**config.mk**
```make
export PLATFORM = sky130hd
export DESIGN_NAME = draw_board_flat
export DESIGN_NICKNAME = d
export VERILOG_FILES = /design/src/rtl/vga_if.sv /design/src/rtl/draw_board.sv /design/src/flat_wrapper.sv
export SDC_FILE = /design/constraint.sdc
export NUM_CORES = 1
export LEC_CHECK = 0
export BUFFER_PORTS_ARGS = -buffer_cell sky130_fd_sc_hd__buf_4
export CAP_MARGIN = 0
export CELL_PAD_IN_SITES_DETAIL_PLACEMENT = 1
export CELL_PAD_IN_SITES_GLOBAL_PLACEMENT = 1
export CORE_MARGIN = 2
export CORE_UTILIZATION = 42
export CTS_CLUSTER_DIAMETER = 100
export DETAILED_ROUTE_END_ITERATION = 16
export PLACE_DENSITY = 0.87
export SKIP_LAST_GASP = 1
export SLEW_MARGIN = 20
export SYNTH_ARGS = -nofsm -noshare
export SYNTH_HDL_FRONTEND = slang
export SYNTH_SLANG_ARGS = --single-unit
```
**constraint.sdc**
```tcl
create_clock -name clk -period 4.25 [get_ports clk]
set_input_delay 0.6375 -clock clk [delete_from_list [all_inputs] [get_ports clk]]
set_output_delay 0.6375 -clock clk [all_outputs]
set_load 0.01 [all_outputs]
```
**src/rtl/vga_if.sv**
```systemverilog
// VGA pixel-stream bundle: timing counters, sync and blanking strobes,
// and one 12-bit RGB pixel per clock.
interface vga_if;
    logic [10:0] hcount;
    logic [10:0] vcount;
    logic        hsync;
    logic        vsync;
    logic        hblnk;
    logic        vblnk;
    logic [11:0] rgb;

    modport in (
        input hcount, vcount, hsync, vsync, hblnk, vblnk, rgb
    );

    modport out (
        output hcount, vcount, hsync, vsync, hblnk, vblnk, rgb
    );
endinterface

```
**src/rtl/draw_board.sv**
```systemverilog
// Overlays a CELLS x CELLS game board on a VGA stream, colouring each cell
// from an external state RAM addressed one clock ahead of the colour stage.
module draw_board #(
    parameter int          BOARD_X     = 100,
    parameter int          BOARD_Y     = 50,
    parameter int          CELL_SIZE   = 32,
    parameter int          CELLS       = 8,
    parameter logic [11:0] GRID_COLOR  = 12'h000,
    parameter logic [11:0] COVER_COLOR = 12'h888,
    parameter logic [11:0] OPEN_COLOR  = 12'hCCC,
    parameter logic [11:0] FLAG_COLOR  = 12'hF00,
    parameter logic [11:0] MINE_COLOR  = 12'h222,
    parameter int          HCOUNT_MAX  = 1055,
    localparam int         AW          = $clog2(CELLS * CELLS)
) (
    input  logic          clk,
    input  logic          rst,
    vga_if.in             in,
    vga_if.out            out,
    output logic [AW-1:0] cell_addr,
    input  logic [2:0]    cell_state
);

    localparam int SW   = $clog2(CELL_SIZE);
    localparam int CW   = $clog2(CELLS + 1);
    localparam int SPAN = CELLS * CELL_SIZE;

    localparam logic [10:0]   X0       = 11'(BOARD_X);
    localparam logic [10:0]   X1       = 11'(BOARD_X + SPAN);
    localparam logic [10:0]   Y0       = 11'(BOARD_Y);
    localparam logic [10:0]   Y1       = 11'(BOARD_Y + SPAN);
    localparam logic [10:0]   Y_PRE    = 11'(BOARD_Y - 1);
    localparam logic [10:0]   H_MAX    = 11'(HCOUNT_MAX);
    localparam logic [SW-1:0] SUB_LAST = SW'(CELL_SIZE - 1);
    localparam logic [CW-1:0] IDX_END  = CW'(CELLS);

    typedef struct packed {
        logic [10:0] hcount;
        logic [10:0] vcount;
        logic        hsync;
        logic        vsync;
        logic        hblnk;
        logic        vblnk;
        logic [11:0] rgb;
    } px_t;

    logic [SW-1:0] hsub_q, hsub_d, vsub_q, vsub_d;
    logic [CW-1:0] col_q, col_d, row_q, row_d;
    logic [SW-1:0] hsub_c;
    logic [CW-1:0] col_c;
    logic [AW-1:0] cell_addr_q, cell_addr_d;
    px_t           s1_q, s1_d, out_q, out_d;
    logic          grid_q, grid_d, inb_q, inb_d;

    // Horizontal position of the current input pixel; clears on the left edge.
    always_comb begin
        hsub_c = (in.hcount == X0) ? '0 : hsub_q;
        col_c  = (in.hcount == X0) ? '0 : col_q;
        hsub_d = hsub_c;
        col_d  = col_c;
        if (col_c != IDX_END) begin
            if (hsub_c == SUB_LAST) begin
                hsub_d = '0;
                col_d  = col_c + 1'b1;
            end else begin
                hsub_d = hsub_c + 1'b1;
            end
        end
    end

    // Vertical position advances at end of line and parks on the bottom edge.
    always_comb begin
        vsub_d = vsub_q;
        row_d  = row_q;
        if (in.hcount == H_MAX) begin
            if (in.vcount == Y_PRE) begin
                vsub_d = '0;
                row_d  = '0;
            end else if (row_q != IDX_END) begin
                if (vsub_q == SUB_LAST) begin
                    vsub_d = '0;
                    row_d  = row_q + 1'b1;
                end else begin
                    vsub_d = vsub_q + 1'b1;
                end
            end
        end
    end

    always_comb begin
        s1_d        = '{in.hcount, in.vcount, in.hsync, in.vsync,
                        in.hblnk, in.vblnk, in.rgb};
        inb_d       = (in.hcount >= X0) && (in.hcount <= X1) &&
                      (in.vcount >= Y0) && (in.vcount <= Y1);
        grid_d      = (hsub_c == '0) || (vsub_q == '0) ||
                      (col_c == IDX_END) || (row_q == IDX_END);
        cell_addr_d = cell_addr_q;
        if (inb_d && (col_c != IDX_END) && (row_q != IDX_END)) begin
            cell_addr_d = AW'(int'(row_q) * CELLS + int'(col_c));
        end
    end

    always_comb begin
        out_d = s1_q;
        if (s1_q.hblnk || s1_q.vblnk) begin
            out_d.rgb = 12'h000;
        end else if (!inb_q) begin
            out_d.rgb = s1_q.rgb;
        end else if (grid_q) begin
            out_d.rgb = GRID_COLOR;
        end else begin
            unique case (cell_state)
                3'd0:    out_d.rgb = COVER_COLOR;
                3'd2:    out_d.rgb = FLAG_COLOR;
                3'd3:    out_d.rgb = MINE_COLOR;
                default: out_d.rgb = OPEN_COLOR;
            endcase
        end
    end

    always_ff @(posedge clk or posedge rst) begin
        if (rst) begin
            hsub_q      <= '0;
            col_q       <= '0;
            vsub_q      <= '0;
            row_q       <= '0;
            cell_addr_q <= '0;
            s1_q        <= '0;
            grid_q      <= 1'b0;
            inb_q       <= 1'b0;
            out_q       <= '0;
        end else begin
            hsub_q      <= hsub_d;
            col_q       <= col_d;
            vsub_q      <= vsub_d;
            row_q       <= row_d;
            cell_addr_q <= cell_addr_d;
            s1_q        <= s1_d;
            grid_q      <= grid_d;
            inb_q       <= inb_d;
            out_q       <= out_d;
        end
    end

    assign cell_addr  = cell_addr_q;
    assign out.hcount = out_q.hcount;
    assign out.vcount = out_q.vcount;
    assign out.hsync  = out_q.hsync;
    assign out.vsync  = out_q.vsync;
    assign out.hblnk  = out_q.hblnk;
    assign out.vblnk  = out_q.vblnk;
    assign out.rgb    = out_q.rgb;

endmodule

```
**src/flat_wrapper.sv**
```systemverilog
// flat-port wrapper written by rule: the top's interface ports become plain ports
module draw_board_flat 
#(
    parameter int          BOARD_X     = 100,
    parameter int          BOARD_Y     = 50,
    parameter int          CELL_SIZE   = 32,
    parameter int          CELLS       = 8,
    parameter logic [11:0] GRID_COLOR  = 12'h000,
    parameter logic [11:0] COVER_COLOR = 12'h888,
    parameter logic [11:0] OPEN_COLOR  = 12'hCCC,
    parameter logic [11:0] FLAG_COLOR  = 12'hF00,
    parameter logic [11:0] MINE_COLOR  = 12'h222,
    parameter int          HCOUNT_MAX  = 1055,
    localparam int         AW          = $clog2(CELLS * CELLS)
)
  (clk, rst, cell_addr, cell_state, in_hcount, in_vcount, in_hsync, in_vsync, in_hblnk, in_vblnk, in_rgb, out_hcount, out_vcount, out_hsync, out_vsync, out_hblnk, out_vblnk, out_rgb);
  vga_if in_i ();
  vga_if out_i ();
  input  logic clk;
  input  logic rst;
  output logic [AW-1:0] cell_addr;
  input  logic [2:0] cell_state;
  input wire logic [$bits(in_i.hcount)-1:0] in_hcount;
  input wire logic [$bits(in_i.vcount)-1:0] in_vcount;
  input wire logic [$bits(in_i.hsync)-1:0] in_hsync;
  input wire logic [$bits(in_i.vsync)-1:0] in_vsync;
  input wire logic [$bits(in_i.hblnk)-1:0] in_hblnk;
  input wire logic [$bits(in_i.vblnk)-1:0] in_vblnk;
  input wire logic [$bits(in_i.rgb)-1:0] in_rgb;
  output wire logic [$bits(out_i.hcount)-1:0] out_hcount;
  output wire logic [$bits(out_i.vcount)-1:0] out_vcount;
  output wire logic [$bits(out_i.hsync)-1:0] out_hsync;
  output wire logic [$bits(out_i.vsync)-1:0] out_vsync;
  output wire logic [$bits(out_i.hblnk)-1:0] out_hblnk;
  output wire logic [$bits(out_i.vblnk)-1:0] out_vblnk;
  output wire logic [$bits(out_i.rgb)-1:0] out_rgb;
  assign in_i.hcount = in_hcount;
  assign in_i.vcount = in_vcount;
  assign in_i.hsync = in_hsync;
  assign in_i.vsync = in_vsync;
  assign in_i.hblnk = in_hblnk;
  assign in_i.vblnk = in_vblnk;
  assign in_i.rgb = in_rgb;
  assign out_hcount = out_i.hcount;
  assign out_vcount = out_i.vcount;
  assign out_hsync = out_i.hsync;
  assign out_vsync = out_i.vsync;
  assign out_hblnk = out_i.hblnk;
  assign out_vblnk = out_i.vblnk;
  assign out_rgb = out_i.rgb;
  draw_board #(.BOARD_X(BOARD_X), .BOARD_Y(BOARD_Y), .CELL_SIZE(CELL_SIZE), .CELLS(CELLS), .GRID_COLOR(GRID_COLOR), .COVER_COLOR(COVER_COLOR), .OPEN_COLOR(OPEN_COLOR), .FLAG_COLOR(FLAG_COLOR), .MINE_COLOR(MINE_COLOR), .HCOUNT_MAX(HCOUNT_MAX)) u_core (.clk(clk), .rst(rst), .in(in_i), .out(out_i), .cell_addr(cell_addr), .cell_state(cell_state));
endmodule
```
==> run_results.csv <==
group,metric,value,unit
run_status,status,"finished, final reports clean",
synth,synth_area,3680,um2
clocking,cts_setup_buffers,0,
hold_path,hold_class,"register to register",
sta,relSlewSlack,0.395,
setup_path,crit_arrival,3.40,ns
setup_path,worst-path-buf-inv,1,
place,io_buffer_count,86,
die,core.rowCount,34,
clocking,clockBufferDepth,2,
global_route,top_usage_layer,"met2",
route,vias_per_cell,5.35,
synth,ys_async_sr_fraction,1.00,
global_route,grt_use_total,0.213,
synth,synth_edf_count,0,
clocking,cts_inserted_buffers,9,
route,final_antenna_net_count,0,
synth,avgSynthCellArea,13.2,um2
clocking,path_clk_slew,0.12,ns
setup_path,max_stage_delay,0.64,ns
power_and_ir_drop,peakVddDrop,0.000198,V
setup_path,slowest_stage,"or4_1",
synth,yosysUniqueCellTypes,55,
clocking,tritoncts,"done",
route,drc,0,
global_route,grt_pass1_wl,15600,um
final_layout,final_cell_mix,"dfrtp_1, buf_4, nand2_1",
clocking,clock-root-buffer,"clkbuf_8",
sta,max_freq,0.318,GHz
global_route,use_met3,0.0353,
setup_path,crit_family,"simple AND/OR/NAND/NOR gates",
place,place.gp.congestion,0.808,
synth,syn_nets,335,
global_route,met2_usage,0.386,
setup_path,worst_r2r_path_depth,6,
synth,yosysSeqAreaShare,0.693,
sta,tns,0,ns
clocking,cts_resized,0,
power_and_ir_drop,total_power,1.94,mW
sta,tightest_slew,0.908,ns
global_route,grt_overflow,0,
clocking,clkSinkCount,102,
power_and_ir_drop,p_leak,2.27,nW
setup_path,end_kind,"register",
die,fp.coreArea,8590,um2
setup_path,crit_chain,"buf_4 > or4_1 > or3_1 > nand2_1 > ha_1 > and3b_1 > o31a_1 > nor2_2 > nand2_2 > mux2_2",
power_and_ir_drop,power_density,415,nW/um2
final_layout,layout-drive-gt1-share,0.326,
die,io_pins,87,
sta,finalHoldViolCount,0,
final_layout,layout_commonest_cell,"dfrtp_1",
synth,syn_inst,280,
job,drv_cap,0,
synth,ys.flop_type,"dfrtp_1",
die,initial_core_util,0.429,
hold_path,hold_path_startpoint,"u_core.out_d[19]",
setup_path,r2r_setup_slack,2.31,ns
sta,rsz0062_at_grt,"false",
sta,whs,0.344,ns
setup_path,required,4.51,ns
clocking,htreeDepth,3,
route,drtIter0Drc,50,
sta,min_period,3.14,ns
synth,yosysWarnings,0,
sta,setup-violations-final,0,
final_layout,areaGrowthSynthToFinish,26.9,%
route,vias,2593,
global_route,antenna_found_initial,0,
route,wire_per_inst,20.0,um
setup_path,cp-start-kind,"primary input",
setup_path,worstSetupPathType,"primary input to register",
die,die_x,97.7,um
route,wl,9700,um
die,die-area,9540,um2
route,first_pass_iters,4,
hold_path,min_to,"u_core.out.vcount[3]",
setup_path,crit_start,"in_hcount[10]",
setup_path,r2r_end,"u_core.row_q[3]",
final_layout,final_nets,427,
synth,ys_ff_latch,102,
global_route,use_met1,0.251,
sta,clock_skew,0.0137,ns
place,hpwl,7090,um
hold_path,hold-path-cell-count,0,
setup_path,reg2reg_from,"u_core.vsub_q[0]",
global_route,grt_pass1_vias,2903,
sta,slew_violations,0,
clocking,clk_latency,0.38,ns
setup_path,cp_max_fo,9,
final_layout,insertedDiodeCount,0,
clocking,cts_hold_buf,0,
sta,period_share,0.739,
die,chipHeight,97.7,um
global_route,grt_max_degree,79,
per-stage QoR:
step | area (um2) | setup slack [ns] | cells | utilization
6_report | 4670 | 1.11 | 485 | 0.544
5_1_grt | 4670 | 0.983 | 485 | 0.544
4_1_cts | 4670 | 1.11 | 485 | 0.543
3_5_place_dp | 4440 | 0.752 | 469 | 0.517
3_3_place_gp | 4440 | 0.901 | 469 | 0.517
2_1_floorplan | 3680 | 0.937 | 280 | -
metal layers:
metal | vias to the layer above | wire length, um | share of wire
met5 | - | 0 | 0
li1 | 1161 | - | -
met2 | 83 | 5110 | 0.53
met4 | 0 | 173 | 0.018
met1 | 1335 | 4020 | 0.41
met3 | 14 | 397 | 0.041
worst register-to-register path, cell delays in order (launching register included):
cell	delay (ns)
dfrtp_1	0.41
ha_1	0.22
and3_1	0.17
ha_1	0.32
nand4_1	0.21
or4_1	0.44
o21ai_0	0.10
sequential cells by signal, summed over array words and instances, names as in the netlist, 4 cells and up:
| name | flops |
|---|---|
| u_core.row_q | 4 |
| u_core.vsub_q | 5 |
| u_core.out.hcount | 11 |
| u_core.s1_q | 12 |
| u_core.cell_addr | 6 |
| u_core.hsub_q | 5 |
| u_core.out.vcount | 11 |
| u_core.out.rgb | 12 |
| u_core.out_d | 26 |
| u_core.col_q | 4 |
logic make-up (layout without fill, tap and decap cells):
kind of cell    after synthesis  in the layout  synth area share
buf+inv                      21            118            0.0241
mux                           7              7            0.0211
xor+xnor                      4              4           0.00951
simple gates                 82             82             0.121
compound gates               52             52            0.0910
fa+ha+maj                    12             12            0.0408
flops                       102            102             0.693
cells in the mapped netlist, drive strengths merged, types with 3 or more instances:
cell,instances,area (um2)
nand3,10,55.1
nor3,5,25.0
or4,5,45.0
clkbuf,4,16.3
and3,4,25.0
mux2,6,67.6
a21oi,15,86.3
inv,14,52.6
dfrtp,102,2550
o21ai,18,90.1
or3,4,26.3
nor4,3,18.8
nand4,3,18.8
ha,12,150
o31ai,3,27.5
nor2,12,47.6
nand2,25,96.4
worst max path at each step:
stage | endpoint | slack (ns) | cells past startpoint
CTS | u_core.cell_addr[0] | 1.11 | 10
global placement | u_core.cell_addr[0] | 0.90 | 10
finish | u_core.cell_addr[3] | 1.11 | 10
global route | u_core.cell_addr[1] | 0.98 | 10
floorplan | u_core.cell_addr[0] | 0.94 | 1
detailed placement | u_core.cell_addr[3] | 0.75 | 10
report_power, final:
part / total, mW / internal [mW] / switching (mW)
combinational: 0.200 / 0.0891 / 0.111
sequential: 1.07 / 1.03 / 0.0400
clock: 0.668 / 0.293 / 0.374
area by class of cell:
type | instances | area, um2
Fill cell | 886 | 3920
Sequential cell | 102 | 2550
Multi-Input combinational cell | 157 | 1050
Timing Repair Buffer | 87 | 653
Tap cell | 108 | 135
Clock buffer | 9 | 124
Clock inverter | 7 | 103
Inverter | 15 | 58.8
No activity file was read; power rests on OpenSTA's default activity.
